File: src/rtl/csr_req_arb.sv
// csr_req_arb: round-robin arbiter that shares one CSR/memory access path
// between NUM_REQ requesters. It decodes each winning addr_t into a target class
// and keeps a single transaction outstanding. Illegal addresses are answered locally
// with an error response.
// Optional feature: define CSR_ARB_TIMEOUT_EN to bound the WAIT state to TIMEOUT cycles.

module csr_req_arb #(
  parameter int unsigned NUM_REQ    = 4,
  parameter int unsigned DATA_WIDTH = 32,
  parameter int unsigned TIMEOUT    = 1024
) (
  input  logic                          i_clk,
  input  logic                          i_rst,
  input  logic [NUM_REQ-1:0]            i_req_valid,
  output logic [NUM_REQ-1:0]            o_req_ready,
  input  logic [NUM_REQ*27-1:0]         i_req_addr,
  input  logic [NUM_REQ-1:0]            i_req_wr,
  input  logic [NUM_REQ*DATA_WIDTH-1:0] i_req_wdata,
  output logic                          o_dn_valid,
  input  logic                          i_dn_ready,
  output logic [26:0]                   o_dn_addr,
  output logic                          o_dn_wr,
  output logic [DATA_WIDTH-1:0]         o_dn_wdata,
  output logic [1:0]                    o_dn_target,
  input  logic                          i_rsp_valid,
  input  logic [DATA_WIDTH-1:0]         i_rsp_rdata,
  input  logic                          i_rsp_err,
  output logic [NUM_REQ-1:0]            o_up_rsp_valid,
  output logic [DATA_WIDTH-1:0]         o_up_rsp_rdata,
  output logic                          o_up_rsp_err,
  output logic                          o_spurious_rsp
);

  localparam int unsigned AW = 27;
  localparam int unsigned PW = (NUM_REQ > 1) ? $clog2(NUM_REQ) : 1;

  typedef enum logic [2:0] {StIdle, StSend, StWait, StResp, StErr} state_e;

  state_e                r_state, w_state_nxt;
  logic [PW-1:0]         r_ptr, r_owner;
  logic [AW-1:0]         r_addr;
  logic                  r_wr;
  logic [DATA_WIDTH-1:0] r_wdata;
  logic [1:0]            r_target;
  logic [NUM_REQ-1:0]    r_up_valid;
  logic [DATA_WIDTH-1:0] r_up_rdata;
  logic                  r_up_err;
  logic                  r_spur;

  logic                  w_gnt_any;
  logic [PW-1:0]         w_gnt_idx;
  logic [PW-1:0]         w_cand;
  logic                  w_accept;
  logic [AW-1:0]         w_sel_addr;
  logic                  w_sel_legal;
  logic [1:0]            w_sel_target;
  logic                  w_expired;

  // Round-robin search over requesters, starting at the pointer.
  always_comb begin
    w_gnt_any = 1'b0;
    w_gnt_idx = '0;
    w_cand    = '0;
    for (int unsigned i = 0; i < NUM_REQ; i++) begin
      w_cand = PW'((32'(r_ptr) + i) % NUM_REQ);
      if (!w_gnt_any && i_req_valid[w_cand]) begin
        w_gnt_any = 1'b1;
        w_gnt_idx = w_cand;
      end
    end
  end

  assign w_accept   = (r_state == StIdle) && w_gnt_any;
  assign w_sel_addr = i_req_addr[w_gnt_idx*AW +: AW];

  // Target-class decode and legality check of the granted address.
  always_comb begin
    w_sel_legal  = 1'b1;
    w_sel_target = 2'd2;
    if (w_sel_addr[26]) begin
      if (w_sel_addr[25]) begin
        w_sel_target = 2'd0;
        w_sel_legal  = (w_sel_addr[18:15] != 4'd0) && (w_sel_addr[18:15] < 4'd13);
      end else begin
        w_sel_target = 2'd1;
      end
    end else if (w_sel_addr[25:23] == 3'd6) begin
      w_sel_target = 2'd3;
      w_sel_legal  = (w_sel_addr[19:18] != 2'd3);
    end else if (w_sel_addr[25:23] == 3'd3) begin
      w_sel_legal = 1'b0;
    end
  end

`ifdef CSR_ARB_TIMEOUT_EN
  localparam int unsigned CW = $clog2(TIMEOUT + 1);
  logic [CW-1:0] r_wait_cnt;

  // Counts WAIT cycles; restarts on every entry into WAIT.
  always_ff @(posedge i_clk) begin
    if (i_rst) begin
      r_wait_cnt <= '0;
    end else if (r_state == StSend && i_dn_ready) begin
      r_wait_cnt <= '0;
    end else if (r_state == StWait) begin
      r_wait_cnt <= r_wait_cnt + 1'b1;
    end
  end

  assign w_expired = (r_state == StWait) && (r_wait_cnt == CW'(TIMEOUT - 1));
`else
  assign w_expired = 1'b0;
`endif

  // Next-state logic and the combinational grant.
  always_comb begin
    w_state_nxt = r_state;
    o_req_ready = '0;
    unique case (r_state)
      StIdle: begin
        if (w_gnt_any) begin
          o_req_ready[w_gnt_idx] = 1'b1;
          w_state_nxt = w_sel_legal ? StSend : StErr;
        end
      end
      StSend:        if (i_dn_ready) w_state_nxt = StWait;
      StWait:        if (i_rsp_valid || w_expired) w_state_nxt = StResp;
      StResp, StErr: w_state_nxt = StIdle;
      default:       w_state_nxt = StIdle;
    endcase
  end

  // State register, pointer and latched request fields.
  always_ff @(posedge i_clk) begin
    if (i_rst) begin
      r_state  <= StIdle;
      r_ptr    <= '0;
      r_owner  <= '0;
      r_addr   <= '0;
      r_wr     <= 1'b0;
      r_wdata  <= '0;
      r_target <= '0;
    end else begin
      r_state <= w_state_nxt;
      if (w_accept) begin
        r_owner  <= w_gnt_idx;
        r_addr   <= w_sel_addr;
        r_wr     <= i_req_wr[w_gnt_idx];
        r_wdata  <= i_req_wdata[w_gnt_idx*DATA_WIDTH +: DATA_WIDTH];
        r_target <= w_sel_target;
        r_ptr    <= (w_gnt_idx == PW'(NUM_REQ - 1)) ? '0 : w_gnt_idx + 1'b1;
      end
    end
  end

  // Registered one-cycle upstream response and spurious-response pulses.
  always_ff @(posedge i_clk) begin
    if (i_rst) begin
      r_up_valid <= '0;
      r_up_rdata <= '0;
      r_up_err   <= 1'b0;
      r_spur     <= 1'b0;
    end else begin
      r_up_valid <= '0;
      r_up_rdata <= '0;
      r_up_err   <= 1'b0;
      r_spur     <= i_rsp_valid && (r_state != StWait);
      if (w_accept && !w_sel_legal) begin
        r_up_valid <= NUM_REQ'(1) << w_gnt_idx;
        r_up_err   <= 1'b1;
      end else if (r_state == StWait && i_rsp_valid) begin
        r_up_valid <= NUM_REQ'(1) << r_owner;
        r_up_rdata <= i_rsp_rdata;
        r_up_err   <= i_rsp_err;
      end else if (w_expired) begin
        r_up_valid <= NUM_REQ'(1) << r_owner;
        r_up_err   <= 1'b1;
      end
    end
  end

  assign o_dn_valid     = (r_state == StSend);
  assign o_dn_addr      = r_addr;
  assign o_dn_wr        = r_wr;
  assign o_dn_wdata     = r_wdata;
  assign o_dn_target    = r_target;
  assign o_up_rsp_valid = r_up_valid;
  assign o_up_rsp_rdata = r_up_rdata;
  assign o_up_rsp_err   = r_up_err;
  assign o_spurious_rsp = r_spur;

endmodule

File: config.mk
export PLATFORM = sky130hd
export DESIGN_NAME = csr_req_arb
export DESIGN_NICKNAME = d
export VERILOG_FILES = /design/src/rtl/csr_req_arb.sv
export SDC_FILE = /design/constraint.sdc
export NUM_CORES = 1
export LEC_CHECK = 0
export BUFFER_PORTS_ARGS = -buffer_cell sky130_fd_sc_hd__buf_2
export CORE_AREA = 2 2 148 150
export CTS_CLUSTER_SIZE = 8
export DETAILED_ROUTE_END_ITERATION = 12
export DIE_AREA = 0 0 150 152
export PLACE_DENSITY = 0.59
export SLEW_MARGIN = 15
export SYNTH_ARGS = -nofsm -noshare
export SYNTH_HDL_FRONTEND = slang
export SYNTH_SLANG_ARGS = --single-unit
File: constraint.sdc
create_clock -name i_clk -period 6.7 [get_ports i_clk]
set_input_delay 0.67 -clock i_clk [delete_from_list [all_inputs] [get_ports i_clk]]
set_output_delay 0.67 -clock i_clk [all_outputs]
set_load 0.03 [all_outputs]
==> flow_metrics.tcl <==
set metrics [dict create \
    status "completed" \
    final_common_cell "buf_2" \
    ys_ff_latch 107 \
    yosysWarnings 0 \
    fin_tns_setup_ns 0 \
    seq_area_frac_synth 0.386 \
    avgSynthCellArea_sq_um 6.79 \
    critPathLaunchType "primary input" \
    synthToLayoutAreaGrowth_pct 42.7 \
    grt_pass1_wl_microns 32000 \
    post-dp-hpwl_microns 15300 \
    tightest_slew_ns 1.05 \
    worstPathRequired_ns 6.03 \
    skew_ns 0.00943 \
    ctsHoldBuffers 0 \
    syn-cell-area_sq_mm 0.00556 \
    clkLatencyLatePin_ns 0.35 \
    power.density_mw_per_mm2 435 \
    num_vias 6662 \
    cts.sink_count 107 \
    p_leak_nw 4.09 \
    drive_gt1_frac 0.365 \
    cp_common_cell "buf_2" \
    fin_crit_sh 0.528 \
    cts_tree "yes" \
    antenna_cells 0 \
    synth-edff-count 0 \
    core-area_sq_mm 0.0214 \
    path_cells "buf_2 > nor2b_1 > o21bai_2 > nand2_4 > buf_4 > ha_1 > nand2_1 > inv_1 > buf_2" \
    cts_setup_buffers 0 \
    via_per_inst 4.63 \
    syn_inst 818 \
    die_area_sq_mm 0.0228 \
    nets 1440 \
    crit_slowest_cell "buf_4" \
    fp-row-count 54 \
    rsz0062_at_grt "false" \
    clockBufferDepth 2 \
    fmax_mhz 282 \
    synthDistinctLibCells 49 \
    path_class "in2out" \
    drv_cap 0 \
    num_io_pins 386 \
    slew_headroom 0.299 \
    yosysTopAreaCellShare 0.386 \
    start_util 0.260 \
    antenna_found_initial 0 \
    grt_overflow 0 \
    ir_drop_mv 0.250 \
    cts_buffers 9 \
    die_y_microns 152 \
    setup_viol 0 \
    grt_max_degree 116 \
    drcViolationCount 0 \
    drtIter0Drc 220 \
    drt_wl_total_microns 20900 \
    grt_use_total 0.175 \
    ant_nets 0 \
    path_delay_family "buffers and inverters" \
    async_reset_ff_frac 0 \
    cp_max_fo 104 \
    min_period_ns 3.54 \
    syn_nets 1103 \
    ctsResizeCount 0 \
    portBuffers 385 \
    hp-class "reg2reg" \
    slew_violations 0 \
    synth.area.top_cells "dfxtp_1 39%, nand2_1 18%, nand3_1 15%" \
    synth_top_area_cell "dfxtp_1" \
    synth-main-ff-cell "dfxtp_1" \
    cts.clk_slew.worst_paths_ns 0.07 \
    critPathArrivalTime_ns 2.87 \
    grt_pass1_vias 6325 \
    cts_root_buffer "clkbuf_16" \
    fin_util 0.371 \
    hold_viol 0 \
    mostFrequentLayoutCells "385 x buf_2, 270 x nand2_1, 164 x nand3_1" \
    htreeDepth 3 \
    slowest_delay_ns 0.80 \
    routedWlPerCell_microns 14.5 \
    drt_first_pass_iters 4 \
    critPathBufInv 4 \
    die_w_microns 150 \
    place_congestion 0.852 \
    cp-end-kind "output port" \
]
Yosys cell counts (4+ instances only):
master,instances
a211oi_1,6
o21ai_0,9
buf_1,13
a21boi_0,5
o32ai_1,4
clkbuf_1,46
nand3_1,164
dfxtp_1,107
nor3_1,9
nand2_1,270
ha_1,4
mux2i_1,7
a21oi_1,67
nand2b_1,8
nor2_1,16
inv_1,6
and2_1,32
and3_1,7
flip-flops by register name (all words and copies together), names as in the netlist:
name / flops
o_dn_addr: 27
r_state: 3
o_spurious_rsp: 1
o_up_rsp_valid: 4
o_dn_target: 2
o_dn_wdata: 32
r_owner: 2
o_up_rsp_rdata: 32
o_dn_wr: 1
r_ptr: 2
o_up_rsp_err: 1
logic make-up (layout without fill, tap and decap cells):
logic type,after synthesis,in the layout,synth area share
DFF,107,107,0.386
and+or+nand+nor,516,516,0.415
AOI/OAI and AO/OA,108,108,0.119
muxes,9,9,0.0167
adders and majority gates,4,4,0.00901
buffers and inverters,74,416,0.0543
path summary, 6_finish.rpt:
kind                                     start                 to  slack, ns  depth (start not counted)
worst max register to register        r_ptr[1]  o_up_rsp_valid[1]       3.47                          9
worst min-delay path            o_dn_wdata[17]     o_dn_wdata[17]       0.45                          2
worst min register to register  o_dn_wdata[17]     o_dn_wdata[17]       0.45                          2
worst max-delay path            i_req_valid[0]     o_req_ready[1]       3.16                          9
worst register-to-register path, stage by stage, from the launching register on:
cell and delay (ns):
dfxtp_1 0.44, and2_4 0.21, o2bb2ai_1 0.13, or2_2 0.55
inv_2 0.41, and3_1 0.31, nor4_1 0.29, mux2i_1 0.12
o32a_2 0.42, o32ai_1 0.25
per-layer routing:
metal,up-vias,share of wire,global-route usage
li1,3412,-,-
met3,29,0.092,0.0538
met2,284,0.47,0.297
met4,0,0.027,0.0692
met1,2937,0.41,0.205
met5,-,0,0
cell type report:
class	instances	area, sq um
clock buffer	9	225
sequential	107	2140
clock inverter	7	76.3
timing repair buffer	391	1970
fill	2330	13400
multi-input combinational	637	3130
tap	280	350
inverter	9	38.8
per-stage QoR:
step                cell area, sq um  worst slack [ns]  std cells  power, mW  hold WS (ns)
floorplan                       5560              3.61        818       2.36         0.437
global placement                7630              2.93       1424       2.93         0.439
detailed placement              7630              2.80       1424       2.95         0.443
CTS                             7930              2.96       1440       3.50         0.455
global route                    7930              2.96       1440       3.74         0.470
finish                          7930              3.16       1440       3.45         0.449
power breakdown:
part           internal, mW  switching (mW)  total (mW)  leakage [nW]
logic                 0.603            1.37        1.97          3.06
clock network         0.266           0.278       0.544         0.147
registers             0.831           0.102       0.933         0.877
Power figures use the tool's default switching activity.
